## src/rtl/io_cfg_pkg.sv

```systemverilog
// Shared encodings, FSM state constants and IO-side helpers for the IO column
// configuration loader.
package io_cfg_pkg;

  // TSMUX: 00 tristated, 01 follows the block's output-enable, 1x always driven.
  localparam logic [1:0] TS_OFF  = 2'b00;
  localparam logic [1:0] TS_CTRL = 2'b01;
  localparam logic [1:0] TS_ON   = 2'b10;

  localparam logic IN_DIRECT = 1'b0;
  localparam logic IN_REG    = 1'b1;

  localparam logic [7:0] SYNC_WORD_DEFAULT = 8'hA5;

  typedef logic [1:0] fsm_state_t;
  localparam fsm_state_t ST_HUNT = 2'd0;
  localparam fsm_state_t ST_ADDR = 2'd1;
  localparam fsm_state_t ST_DATA = 2'd2;
  localparam fsm_state_t ST_PAR  = 2'd3;

  // Pad driver enable as an IO block resolves it from its TSMUX setting.
  function automatic logic tsmux_oe(input logic [1:0] ts, input logic ctrl_oe);
    logic oe;
    case (ts)
      TS_OFF:  oe = 1'b0;
      TS_CTRL: oe = ctrl_oe;
      TS_ON:   oe = 1'b1;
      default: oe = 1'b1;
    endcase
    return oe;
  endfunction

  function automatic logic dorreg_pick(input logic sel, input logic direct, input logic registered);
    return (sel == IN_REG) ? registered : direct;
  endfunction

endpackage

```

## src/rtl/io_cfg_frame_rx.sv

```systemverilog
// Serial frame receiver: hunts the sync word, then collects address, data and
// parity, and strobes either a write or an error on the parity-bit edge.
module io_cfg_frame_rx
  import io_cfg_pkg::*;
#(
  parameter int         NUM_IO    = 6,
  parameter int         ADDR_W    = 3,
  parameter logic [7:0] SYNC_WORD = SYNC_WORD_DEFAULT
) (
  input  logic              clk,
  input  logic              srst,
  input  logic              din,
  input  logic              en,
  output logic              busy,
  output logic [ADDR_W-1:0] addr,
  output logic [2:0]        data,
  output logic              wr_stb,
  output logic              err_stb
);

  localparam int CNT_W = $clog2(ADDR_W + 3);

  fsm_state_t        state_reg, state_next;
  logic [7:0]        sync_reg, sync_next;
  logic [7:0]        sync_shift;
  logic [CNT_W-1:0]  cnt_reg, cnt_next;
  logic [ADDR_W-1:0] addr_reg, addr_next;
  logic [2:0]        data_reg, data_next;
  logic              par_reg, par_next;
  logic              busy_reg;
  logic              par_ok;
  logic              addr_ok;

  // The comparison includes the bit arriving this cycle, so overlapping
  // patterns are found without losing a bit.
  assign sync_shift = {sync_reg[6:0], din};
  assign par_ok     = ~(par_reg ^ din);
  assign addr_ok    = {1'b0, addr_reg} < (ADDR_W + 1)'(NUM_IO);

  always_comb begin
    state_next = state_reg;
    sync_next  = sync_reg;
    cnt_next   = cnt_reg;
    addr_next  = addr_reg;
    data_next  = data_reg;
    par_next   = par_reg;
    wr_stb     = 1'b0;
    err_stb    = 1'b0;
    if (en) begin
      case (state_reg)
        ST_HUNT: begin
          sync_next = sync_shift;
          if (sync_shift == SYNC_WORD) begin
            state_next = ST_ADDR;
            cnt_next   = '0;
            par_next   = 1'b0;
          end
        end
        ST_ADDR: begin
          addr_next = ADDR_W'({addr_reg, din});
          par_next  = par_reg ^ din;
          if (cnt_reg == CNT_W'(ADDR_W - 1)) begin
            state_next = ST_DATA;
            cnt_next   = '0;
          end else begin
            cnt_next = cnt_reg + CNT_W'(1);
          end
        end
        ST_DATA: begin
          data_next = {data_reg[1:0], din};
          par_next  = par_reg ^ din;
          if (cnt_reg == CNT_W'(2)) begin
            state_next = ST_PAR;
            cnt_next   = '0;
          end else begin
            cnt_next = cnt_reg + CNT_W'(1);
          end
        end
        default: begin
          state_next = ST_HUNT;
          sync_next  = '0;
          if (par_ok && addr_ok) begin
            wr_stb = 1'b1;
          end else begin
            err_stb = 1'b1;
          end
        end
      endcase
    end
  end

  always_ff @(posedge clk) begin
    if (srst) begin
      state_reg <= ST_HUNT;
      sync_reg  <= '0;
      cnt_reg   <= '0;
      addr_reg  <= '0;
      data_reg  <= '0;
      par_reg   <= 1'b0;
      busy_reg  <= 1'b0;
    end else begin
      state_reg <= state_next;
      sync_reg  <= sync_next;
      cnt_reg   <= cnt_next;
      addr_reg  <= addr_next;
      data_reg  <= data_next;
      par_reg   <= par_next;
      busy_reg  <= (state_next != ST_HUNT);
    end
  end

  assign busy = busy_reg;
  assign addr = addr_reg;
  assign data = data_reg;

endmodule

```

## src/rtl/io_config_loader.sv

```systemverilog
// IO column configuration loader: decodes serial frames and holds the per-block
// TSMUX / DORREG settings plus the write-acknowledge and sticky error flags.
module io_config_loader
  import io_cfg_pkg::*;
#(
  parameter int         NUM_IO    = 6,
  parameter int         ADDR_W    = 3,
  parameter logic [7:0] SYNC_WORD = SYNC_WORD_DEFAULT
) (
  input  logic                  IOCLK,
  input  logic                  RST,
  input  logic                  CFG_DIN,
  input  logic                  CFG_EN,
  input  logic                  ERR_CLR,
  output logic [2*NUM_IO-1:0]   CFG_TSMUX,
  output logic [NUM_IO-1:0]     CFG_DORREG,
  output logic                  BUSY,
  output logic                  WR_ACK,
  output logic                  ERR
);

  logic [ADDR_W-1:0] rx_addr;
  logic [2:0]        rx_data;
  logic              rx_wr_stb;
  logic              rx_err_stb;
  logic              wr_ack_reg;
  logic              err_reg;

  io_cfg_frame_rx #(
    .NUM_IO    (NUM_IO),
    .ADDR_W    (ADDR_W),
    .SYNC_WORD (SYNC_WORD)
  ) u_frame_rx (
    .clk     (IOCLK),
    .srst    (RST),
    .din     (CFG_DIN),
    .en      (CFG_EN),
    .busy    (BUSY),
    .addr    (rx_addr),
    .data    (rx_data),
    .wr_stb  (rx_wr_stb),
    .err_stb (rx_err_stb)
  );

  // rx_data[2:1] is the TSMUX field and rx_data[0] the DORREG bit, in arrival order.
  for (genvar gi = 0; gi < NUM_IO; gi++) begin : g_slot
    logic [1:0] ts_reg;
    logic       dr_reg;

    always_ff @(posedge IOCLK) begin
      if (RST) begin
        ts_reg <= TS_OFF;
        dr_reg <= IN_DIRECT;
      end else if (rx_wr_stb && (rx_addr == ADDR_W'(gi))) begin
        ts_reg <= rx_data[2:1];
        dr_reg <= rx_data[0];
      end
    end

    assign CFG_TSMUX[2*gi+1:2*gi] = ts_reg;
    assign CFG_DORREG[gi]         = dr_reg;
  end

  // A new error wins over a simultaneous clear so no error is ever lost.
  always_ff @(posedge IOCLK) begin
    if (RST) begin
      wr_ack_reg <= 1'b0;
      err_reg    <= 1'b0;
    end else begin
      wr_ack_reg <= rx_wr_stb;
      if (rx_err_stb) begin
        err_reg <= 1'b1;
      end else if (ERR_CLR) begin
        err_reg <= 1'b0;
      end
    end
  end

  assign WR_ACK = wr_ack_reg;
  assign ERR    = err_reg;

endmodule

```

## config.mk

```make
export PLATFORM = sky130hd
export DESIGN_NAME = io_config_loader
export DESIGN_NICKNAME = d
export VERILOG_FILES = /design/src/rtl/io_cfg_pkg.sv /design/src/rtl/io_cfg_frame_rx.sv /design/src/rtl/io_config_loader.sv
export SDC_FILE = /design/constraint.sdc
export NUM_CORES = 1
export LEC_CHECK = 0
export ABC_CLOCK_PERIOD_IN_PS = 1800
export CAP_MARGIN = 20
export CORE_AREA = 4 4 59 83
export CTS_CLUSTER_DIAMETER = 100
export DETAILED_ROUTE_END_ITERATION = 10
export DIE_AREA = 0 0 63 87
export MAX_ROUTING_LAYER = met4
export PLACE_DENSITY_LB_ADDON = 0.1
export SLEW_MARGIN = 20
export SYNTH_ARGS = -nofsm -noshare
export SYNTH_HDL_FRONTEND = slang
export SYNTH_SLANG_ARGS = --single-unit
```

## constraint.sdc

```tcl
create_clock -name IOCLK -period 1.8 [get_ports IOCLK]
set_input_delay 0.45 -clock IOCLK [delete_from_list [all_inputs] [get_ports IOCLK]]
set_output_delay 0.45 -clock IOCLK [all_outputs]
set_load 0.01 [all_outputs]
```

==> Yosys cells after proc, flatten, opt, wreduce, memory -nomap -nowiden <==
Index checks and enable logic that the tools add are counted.
W data, S select, Z words.
{ "word_totals": {"regBits": 40, "input_bits": 5, "output_inout_bits": 21, "elab_cells": 73} }
{ "classes": {"addsub": 1, "order_cmp": 1, "eq_ne": 10, "muxes": 19, "bitwise": 3, "reduce_logical": 18} }
{ "op_table": {"columns": ["cell", "count"], "rows": [
  ["$pmux W7 S2", 1],
  ["$eq A3 B2 Y1 const B", 3],
  ["$mux W1", 9],
  ["$eq A8 B8 Y1 const B", 1],
  ["$mux W2", 4],
  ["$logic_and A1 B1 Y1", 7],
  ["$eq A3 B3 Y1 const B", 2],
  ["$mux W3", 2],
  ["$pmux W2 S3", 1],
  ["$pmux W3 S2", 1],
  ["$reduce_and A2 Y1", 3],
  ["$reduce_bool A2 Y1", 3],
  ["$add A3 B1 Y3 const B", 1],
  ["$eq A3 B1 Y1 const B", 1],
  ["$logic_not A3 Y1", 1],
  ["$lt A3 B3 Y1 const B", 1],
  ["$reduce_and A3 Y1", 1],
  ["$reduce_or A3 Y1", 1],
  ["$eq A2 B1 Y1 const B", 1],
  ["$eq A2 B2 Y1 const B", 1],
  ["$logic_not A2 Y1", 1],
  ["$ne A2 B1 Y1 const B", 1],
  ["$not A1 Y1", 2],
  ["$pmux W1 S2", 1],
  ["2 further kinds", 2]
]} }

==> Longest topological paths before layout <==
Gate-level depths: netlist of the first run.
{ "logic_depth": {"depth_word": 7, "ltp_mapped": 7, "mapped_depth_nobuf": 6} }

==> Modules after synthesis <==
A second synthesis of the first run with hierarchy kept.
{ "hier_totals": {"cells_unflattened": 203, "area_unflattened_um2": 1889.3} }
{ "by_module_without_submodules": {"columns": ["module", "instances", "cells_per_inst", "area_per_inst_um2", "seq_area_each_um2"], "rows": [
  ["io_cfg_frame_rx", 1, 126, 1028.5, 400.4],
  ["io_config_loader", 1, 77, 860.8, 400.4]
]} }

==> Least setup slack after synthesis of the first run <==
OpenSTA, ideal clock, no wires.
{ "synth_timing": {"path_kind": "register to register", "startpoint": "reg u_frame_rx.state_reg[0]", "endpoint": "reg u_frame_rx.cnt_reg[0]", "setup_time_ps": 70, "arrival_time_ps": 1703, "required_ps": 1730, "path_slack_ps": 27, "path_stages_with_launch": 7, "path_buffers": 0, "synth_period_minus_slack_ps": 1773, "path_cell_list": "dfxtp_1 > inv_1 > ha_1 > nor2b_1 > a31oi_2 > or4_1 > a21oi_1"} }
{ "synth_via": {"elab_chain_len": 4, "word_cells_on_any_way": 8, "cone_classes": "eq/ne: 3; mux: 1; reduce/logical: 4"} }
{ "synth_lines": {"columns": ["element", "line_no", "text"], "rows": [
  ["from (decl)", "io_cfg_frame_rx.sv:23", "fsm_state_t state_reg, state_next;"],
  ["from (signal assigned)", "io_cfg_frame_rx.sv:102", "state_reg <= state_next;"],
  ["$eq A2 B1 Y1 / $eq A2 B2 Y1 (equally long branches)", "io_cfg_frame_rx.sv:50", "case (state_reg)"],
  ["$reduce_or A2 Y1 (no source line)", null, null],
  ["$reduce_bool A2 Y1 (no source line)", null, null],
  ["$reduce_and A3 Y1 (no source line)", null, null],
  ["to (signal assigned)", "io_cfg_frame_rx.sv:104", "cnt_reg <= cnt_next;"],
  ["to (decl)", "io_cfg_frame_rx.sv:26", "logic [CNT_W-1:0] cnt_reg, cnt_next;"]
]} }
Parallel ways exist; a longest one is shown, timed or not.
A chain may end at the register's enable or synchronous reset.

==> Worst setup path in the final report of the first run <==
Same ends and word-level chain as after synthesis.

==> flow_summary.ini, run 1 <==
[status]
status = completed

[clock_tree]
cts_sinks = 40
insertion_delay_ps = 290
cts_tree = built
clockBufferDepth = 2
h-tree-depth = 2
clkTransAtPathRegs_ps = 70
cts-root-buf = clkbuf_8
cts_setup_buffers = 0
cts_buffers = 5

[cells_and_area]
fin_cells = 288
drive_gt1_share_pct = 15.2
finalNetCount = 253
area_delta_synth_final_pct = 27.7
nFillCells = 381
postLayoutCoreUtil_pct = 55.5
largest_register_ffs = 12
fin_area_sq_mm = 0.00231
regArea_sq_um = 806
multi_input_area_sq_um = 930
insertedDiodeCount = 0

[run]
cap_violations = 0

[routing]
drtPass1Iterations = 4
wl_um = 4050
vias = 1523
drc = 0
wl_per_cell_um = 14.1
ant_nets = 0
via_per_inst = 5.29
drtIter0Drc = 38

[power]
internal-power_mw = 1.23
leakage_nw = 0.903
peakVddDrop_v = 0.000497
power_switching_uw = 337
swShare_pct = 21.5
powerDensity_mw_per_mm2 = 676
pwr-share-comb_pct = 4.6
seq_power_share_pct = 56.7
pwr-share-clk_pct = 38.7

[timing]
fin_crit_sh_pct = 94.7
fin_skew_ps = 3.28
slew_headroom_pct = 76.6
rsz0062_at_grt = no
slew_violations = 0
finalSetupViolCount = 0
post-route-min-period_ps = 1700
worst_slack_ps = 95.6
finalHoldViolCount = 0
max_freq_mhz = 587
worst-slew-pin-transition_ps = 348

[global_routing]
antenna_found_initial = 0
grt_max_degree = 26
grt_overflow_total = 0
grt_pass1_vias = 1571
grtUsageTotal_pct = 16.5
grt_pass1_wl_um = 6930

[placed_design]
placed_cells = 280
io_buffers = 25
gp_congestion = 0.870
pre_cts_slack_ps = -408
hpwl_um = 3130
placed_cell_area_sq_mm = 0.00220

[die]
core_area_sq_mm = 0.00417
die_h_um = 87
rows = 28
die-area_sq_mm = 0.00548
ios = 26
fp.dieW_um = 63
start_util_pct = 43.5

[setup_path]
worstPathCellList = inv_1 > ha_1 > nor2b_2 > a31oi_2 > or4_1 > a21oi_1
crit_type = register to register
cp_slowest_cell = or4_1
rr_worst_depth = 6
path_buf_inv = 1
worst-path-max-fanout = 6
rrSetupSlack_ps = 100
cp_slowest_stage_delay_ps = 490
end_kind = register
r2r-start = u_frame_rx.state_reg[0]
required_ps = 2020
crit_path_start_kind = register
crit_family = simple AND/OR/NAND/NOR gates
r2r-end = u_frame_rx.cnt_reg[0]
cp.arrival_ps = 1920

[yosys]
seq_area_frac_synth_pct = 44.2
ys_ff_latch = 40
synth.avg_cell_area_sq_um = 8.93
ys_dominant_reg_cell = dfxtp_1
syn_inst = 203
ys_types = 39
yosysWarningCount = 0
syn_nets = 214
synth-edff-count = 0
netlist_area_sq_mm = 0.00181
async_flop_share_pct = 0

[worst_hold_path]
min_from = g_slot[2].ts_reg[0]
whs_endpoint = g_slot[2].ts_reg[0]
whs_path_depth = 2
hp-class = register to register
==> logic make-up (layout without fill, tap and decap cells) <==
family / Yosys count / count (layout) / synth area share [%]
compound gates: 38 / 38 / 13.0
xor+xnor: 1 / 1 / 0.483
simple gates: 79 / 79 / 22.6
mux: 18 / 18 / 9.94
buf+inv: 21 / 61 / 5.66
fa+ha+maj: 6 / 6 / 4.14
flops: 40 / 40 / 44.2
==> synth_stat cells (3+ instances only) <==
| cell type | count | area [sq um] |
|---|---|---|
| or4_1 | 3 | 22.5 |
| nand3_1 | 15 | 75.1 |
| clkbuf_1 | 6 | 22.5 |
| nor2b_1 | 3 | 18.8 |
| o21ai_0 | 6 | 30.0 |
| nand2_1 | 36 | 135 |
| buf_4 | 6 | 45.0 |
| nor2_1 | 7 | 26.3 |
| inv_1 | 6 | 22.5 |
| nand2b_1 | 3 | 18.8 |
| ha_1 | 6 | 75.1 |
| mux2i_1 | 18 | 180 |
| a21oi_1 | 19 | 95.1 |
| dfxtp_1 | 40 | 801 |
==> worst reg2reg max path, cell delays in order (launching register included) <==
cell	delay [ps]
dfxtp_4	370
inv_1	90
ha_1	310
nor2b_2	160
a31oi_2	70
or4_1	490
a21oi_1	160
==> cell type report <==
class / count / share of cell area, %
Timing Repair Buffer: 45 / 17.2
Sequential cell: 40 / 34.8
Inverter: 8 / 1.46
Multi-Input combinational cell: 142 / 40.2
Clock buffer: 8 / 3.89
Tap cell: 45 / 2.43
==> power by group through the flow <==
stage	sequential [mW]	clock (mW)	combinational [mW]
final	0.888	0.605	0.0721
after global routing	0.888	0.675	0.0789
after CTS	0.889	0.634	0.0713
after detailed placement	0.910	0	0.0719
after global placement	0.910	0	0.0700
after floorplan	0.910	0	0.0322
==> worst max-delay path by stage <==
stage                            startpoint               endpoint  slack [ps]  depth (start not counted)
finish              u_frame_rx.state_reg[0]  u_frame_rx.cnt_reg[0]         100                          6
global route        u_frame_rx.state_reg[0]  u_frame_rx.cnt_reg[0]          10                          6
CTS                 u_frame_rx.state_reg[1]  u_frame_rx.cnt_reg[0]          30                          6
detailed placement                  CFG_DIN    g_slot[5].ts_reg[1]        -410                          5
global placement                    CFG_DIN    g_slot[5].ts_reg[1]        -360                          5
floorplan           u_frame_rx.state_reg[0]  u_frame_rx.cnt_reg[0]          30                          6
==> repair_timing <==
item / 4_1_cts / 5_1_grt
hold buffers: 0 / 0
endpoints found under the setup margin: 16 / 6
pin swaps: 0 / 0
resized for setup: 3 / 6
==> layer usage <==
| layer | routed length, um | global-route usage [%] |
|---|---|---|
| met4 | 75 | 7.83 |
| met5 | 0 | - |
| met1 | 1610 | 15.7 |
| met2 | 2260 | 31.8 |
| met3 | 104 | 2.71 |
==> cells in the final DEF (no fill, tap or decap), types with 2 or more instances in the layout <==
| master | instances |
|---|---|
| o311ai_0 | 2 |
| dfxtp_1 | 38 |
| nor2_1 | 7 |
| clkbuf_8 | 6 |
| or4_1 | 2 |
| nand2_1 | 36 |
| a21boi_0 | 2 |
| nand3_1 | 15 |
| clkdlybuf4s50_1 | 24 |
| clkbuf_1 | 2 |
| buf_4 | 20 |
| nand2b_1 | 3 |
| o21ai_0 | 6 |
| inv_1 | 6 |
| a21oi_1 | 19 |
| mux2i_1 | 18 |
| ha_1 | 6 |
| nor2b_1 | 2 |
==> per-stage QoR <==
| stage | total power [mW] | hold WS, ps | TNS [ps] |
|---|---|---|---|
| after floorplan | 0.942 | 428 | 0 |
| after global placement | 0.980 | 439 | -8180 |
| after detailed placement | 0.982 | 451 | -9440 |
| after CTS | 1.60 | 462 | 0 |
| after global routing | 1.64 | 483 | 0 |
| final | 1.57 | 457 | 0 |
No activity file was read; power rests on OpenSTA's default activity.
==> run 2: changes to the inputs <==
CORE_AREA = 2 2 57 81   (was 4 4 59 83)
DIE_AREA = 0 0 59 83   (was 0 0 63 87)
==> flow_summary.ini, run 2 (synthesis gave the netlist of run 1 again) <==
[clock_tree]
cts-root-buf = clkbuf_8
cts_setup_buffers = 0
clkTransAtPathRegs_ps = 70
insertion_delay_ps = 300
cts_tree = built
clockBufferDepth = 2
h-tree-depth = 2
cts_buffers = 5
cts_hold_buffers = 0
cts_sinks = 40

[power]
leakage_nw = 0.925
peakVddDrop_v = 0.000481
powerDensity_mw_per_mm2 = 717

[global_routing]
antenna_found_initial = 0
grt_overflow_total = 0
grtUsageTotal_pct = 19.4
grt_max_degree = 26
grt_pass1_wl_um = 7140
grt_pass1_vias = 1574

[run]
cap_violations = 0

[setup_path]
worst-path-max-fanout = 6
cp.arrival_ps = 1960
cp_slowest_stage_delay_ps = 510
worstPathCellList = inv_1 > ha_2 > nor2b_2 > a31oi_2 > or4_4 > a21oi_1
cp_slowest_cell = or4_4
crit_type = register to register
end_kind = register
crit_path_start_kind = register
required_ps = 2030

[status]
status = completed

[timing]
final.setup.tns_ps = 0
max_freq_mhz = 578
slew_violations = 0
post-route-min-period_ps = 1730
hold_slack_ps = 457
rsz0062_at_grt = yes
slew_headroom_pct = 69.4
finalSetupViolCount = 0
fin_crit_sh_pct = 96.1
finalHoldViolCount = 0
fin_skew_ps = 7.86
worst-slew-pin-transition_ps = 457
worst_slack_ps = 70.3

[cells_and_area]
nFillCells = 393
area_delta_synth_final_pct = 29.5
largest_register_ffs = 12
insertedDiodeCount = 0
finalNetCount = 253
postLayoutCoreUtil_pct = 56.8
final_common_cell = dfxtp_1
final_cell_mix = 38 x dfxtp_1, 35 x nand2_1, 23 x clkdlybuf4s50_1
drive_gt1_share_pct = 17.7
fin_area_sq_mm = 0.00235

[routing]
via_per_inst = 5.36
drc = 0
ant_nets = 0
drtIter0Drc = 31
wl_per_cell_um = 14.5
drtPass1Iterations = 4
vias = 1545
wl_um = 4170

[die]
die_h_um = 83
ios = 26
rows = 28
core_area_sq_mm = 0.00413
die-area_sq_mm = 0.00490
start_util_pct = 43.9
fp.dieW_um = 59

[placed_design]
hpwl_um = 3210
pre_cts_slack_ps = -387
placed_cell_area_sq_mm = 0.00220
gp_congestion = 0.844
io_buffers = 25

[worst_hold_path]
hp-class = register to register
run 2: worst paths after layout:
path	from	end	slack, ps	cells past startpoint
worst min-delay path	u_frame_rx.sync_reg[6]	u_frame_rx.sync_reg[6]	460	2
worst max-delay path	u_frame_rx.state_reg[1]	u_frame_rx.cnt_reg[0]	70	6
worst max register to register	u_frame_rx.state_reg[1]	u_frame_rx.cnt_reg[0]	70	6
worst min register to register	u_frame_rx.sync_reg[6]	u_frame_rx.sync_reg[6]	460	2
run 2: per-layer routing:
layer  vias to the layer above  part of all wire, %  track usage (%)  routed length [um]
met2                        27                   58             35.7                2400
met3                         9                  3.0             4.67                 125
met4                         0                  1.9             7.02                  80
met5                         -                    0                -                   0
li1                        774                    -                -                   -
met1                       735                   37             18.9                1560
run 2: timing repair:
item	CTS	global route
endpoints found under the setup margin	8	10
pin swaps	0	0
gates resized for setup	3	13
run 2: power breakdown:
part           switching [mW]  total (mW)  internal, mW
Sequential            0.00304       0.888         0.885
Clock                   0.312       0.723         0.411
Combinational          0.0434      0.0724        0.0289
Total                   0.358        1.68          1.33
run 2: area by class of cell:
cell class	instances	area, sq um	share of cell area [%]
clock buffer	6	72.6	3.09
clock inverter	2	35.0	1.49
inverter	8	33.8	1.44
multi-input combinational	142	942	40.1
sequential	40	806	34.3
tap	45	56.3	2.40
timing repair buffer	45	402	17.1
run 2: through the flow:
stage	power (mW)	std cells
final	1.68	288
after global routing	1.75	288
after CTS	1.70	288
after detailed placement	0.981	280
after global placement	0.978	280
after floorplan	0.942	203
run 2: worst max-delay path: cells and delay by family (launching register included):
kind,cells,cell delay [ps]
simple gates,2,650
flops,1,360
fa+ha+maj,1,340
compound gates,2,230
buf+inv,1,90
==> run 3: changes to the inputs <==
CORE_AREA = 2 2 58 82   (was 2 2 57 81)
DIE_AREA = 0 0 60 84   (was 0 0 59 83)
SYNTH_HIERARCHICAL = 1   (was unset)
==> flow_summary.ini, run 3 <==
[status]
status = completed

[global_routing]
met1_usage_pct = 18.9
grt_pass1_vias = 1542
grtUsageTotal_pct = 18.3
grt_max_degree = 25
grt_pass1_wl_um = 6890
busiest_layer = met2
grtUsageMet2_pct = 32.2
grt.met3_usage_pct = 5.12
grt_overflow_total = 0
antenna_found_initial = 0

[setup_path]
crit_path_start_kind = register
crit_family = buffers and inverters
worstPathCellList = clkdlybuf4s50_1
required_ps = 1350
cp_slowest_stage_delay_ps = 540
path_buf_inv = 1
crit_start = g_slot[4].dr_reg
cp.arrival_ps = 1190
r2r-start = u_frame_rx/state_reg[0]
cp_slowest_cell = clkdlybuf4s50_1
rrSetupSlack_ps = 170
worst-path-max-fanout = 2
crit_type = register to primary output
end_kind = primary output

[yosys]
synth_most_common_cell = dfxtp_1
ys_top_cells_by_count = 40 x dfxtp_1, 27 x nand2b_1, 20 x a21oi_1, 20 x nand2_1, 18 x mux2i_1
synth.avg_cell_area_sq_um = 9.31
ys_dominant_reg_cell = dfxtp_1
netlist_area_sq_mm = 0.00189
ys_ff_latch = 40
synth_area_leaders = dfxtp_1 42%, mux2i_1 9.5%, nand2b_1 8.9%
syn_nets = 213
syn_inst = 203
synth_top_area_share_pct = 42.4
synth_top_cell_by_area = dfxtp_1
yosysWarningCount = 6
seq_area_frac_synth_pct = 42.4
synth-edff-count = 0
async_flop_share_pct = 0
ys_types = 39

[clock_tree]
cts-root-buf = clkbuf_8
insertion_delay_ps = 300
clockBufferDepth = 2
cts_buffers = 5
cts_sinks = 40
h-tree-depth = 2
cts_tree = built
clkTransAtPathRegs_ps = 80
cts_setup_buffers = 0

[cells_and_area]
nFillCells = 410
largest_register_ffs = 12
insertedDiodeCount = 0
final_cell_mix = 40 x dfxtp_1, 27 x nand2b_1, 24 x clkdlybuf4s50_1
fin_cells = 298
finalNetCount = 245
final_common_cell = dfxtp_1
area_delta_synth_final_pct = 27.5
drive_gt1_share_pct = 14.0

[routing]
wl_um = 3930
ant_nets = 0
vias = 1506
wl_per_cell_um = 13.2
drtIter0Drc = 21
drtPass1Iterations = 4
drc = 0
via_per_inst = 5.05

[die]
start_util_pct = 43.0
fp.dieW_um = 60
ios = 26
die_h_um = 84
rows = 29
core_area_sq_mm = 0.00439
die-area_sq_mm = 0.00504

[power]
powerDensity_mw_per_mm2 = 702
leakage_nw = 0.928
peakVddDrop_v = 0.000419

[timing]
slew_headroom_pct = 76.7
worst-slew-pin-transition_ps = 349
max_freq_mhz = 611
rsz0062_at_grt = no
final.setup.tns_ps = 0
slew_violations = 0
post-route-min-period_ps = 1640
finalHoldViolCount = 0
fin_skew_ps = 7.00
fin_crit_sh_pct = 90.9
finalSetupViolCount = 0

[placed_design]
placed_cells = 290
io_buffers = 25
gp_congestion = 0.852
hpwl_um = 2990

[worst_hold_path]
hp-class = register to register
min_from = u_frame_rx/data[2]

[run]
cap_violations = 0
run 3: cell families after synthesis:
group	synth area share, %
and+or+nand+nor	26.8
DFF	42.4
AOI/OAI and AO/OA	11.9
buffers and inverters	5.03
muxes	10.1
adders and majority gates	3.31
xor gates and xnor gates	0.464
run 3: layout make-up:
type,instances,area [sq um],share of cell area (%)
Clock buffer,5,68.8,2.86
Clock inverter,3,42.5,1.77
Inverter,4,15.0,0.623
Multi-Input combinational cell,144,1030,42.6
Sequential cell,40,801,33.2
Tap cell,62,77.6,3.22
Timing Repair Buffer,40,378,15.7
run 3: power breakdown:
part,switching [mW],internal [mW],total (mW)
combinational,0.0338,0.0369,0.0707
sequential,0.00160,0.886,0.888
clock,0.323,0.410,0.733
total,0.358,1.33,1.69
run 3: stage by stage:
| stage | utilization [%] | hold slack, ps | instance area, sq um | total power [mW] | setup slack (ps) |
|---|---|---|---|---|---|
| after floorplan | - | 428 | 1890 | 0.945 | 51.6 |
| after global placement | 51.6 | 443 | 2260 | 0.978 | -279 |
| after detailed placement | 51.6 | 447 | 2260 | 0.979 | -328 |
| after CTS | 54.2 | 458 | 2380 | 1.71 | 9.89 |
| after global routing | 54.9 | 483 | 2410 | 1.77 | 72.4 |
| final | 54.9 | 455 | 2410 | 1.69 | 163 |
run 3: final timing paths:
| kind | end | cells after the start |
|---|---|---|
| worst min-delay path | u_frame_rx/data[2] | 2 |
| worst min register to register | u_frame_rx/data[2] | 2 |
| worst max-delay path | CFG_DORREG[4] | 1 |
| worst max register to register | u_frame_rx/par_reg | 5 |
run 3: what timing repair did:
action                                  in CTS  in global routing
gates cloned                                 0                  0
endpoints found under the setup margin       1                 22
hold buffers                                 0                  0
gates resized for setup                      1                  5
run 3: layer usage:
layer | routed length [um] | up-vias
met2 | 2210 | 27
met3 | 103 | 8
li1 | - | 764
met4 | 82 | 0
met5 | 0 | -
met1 | 1530 | 707
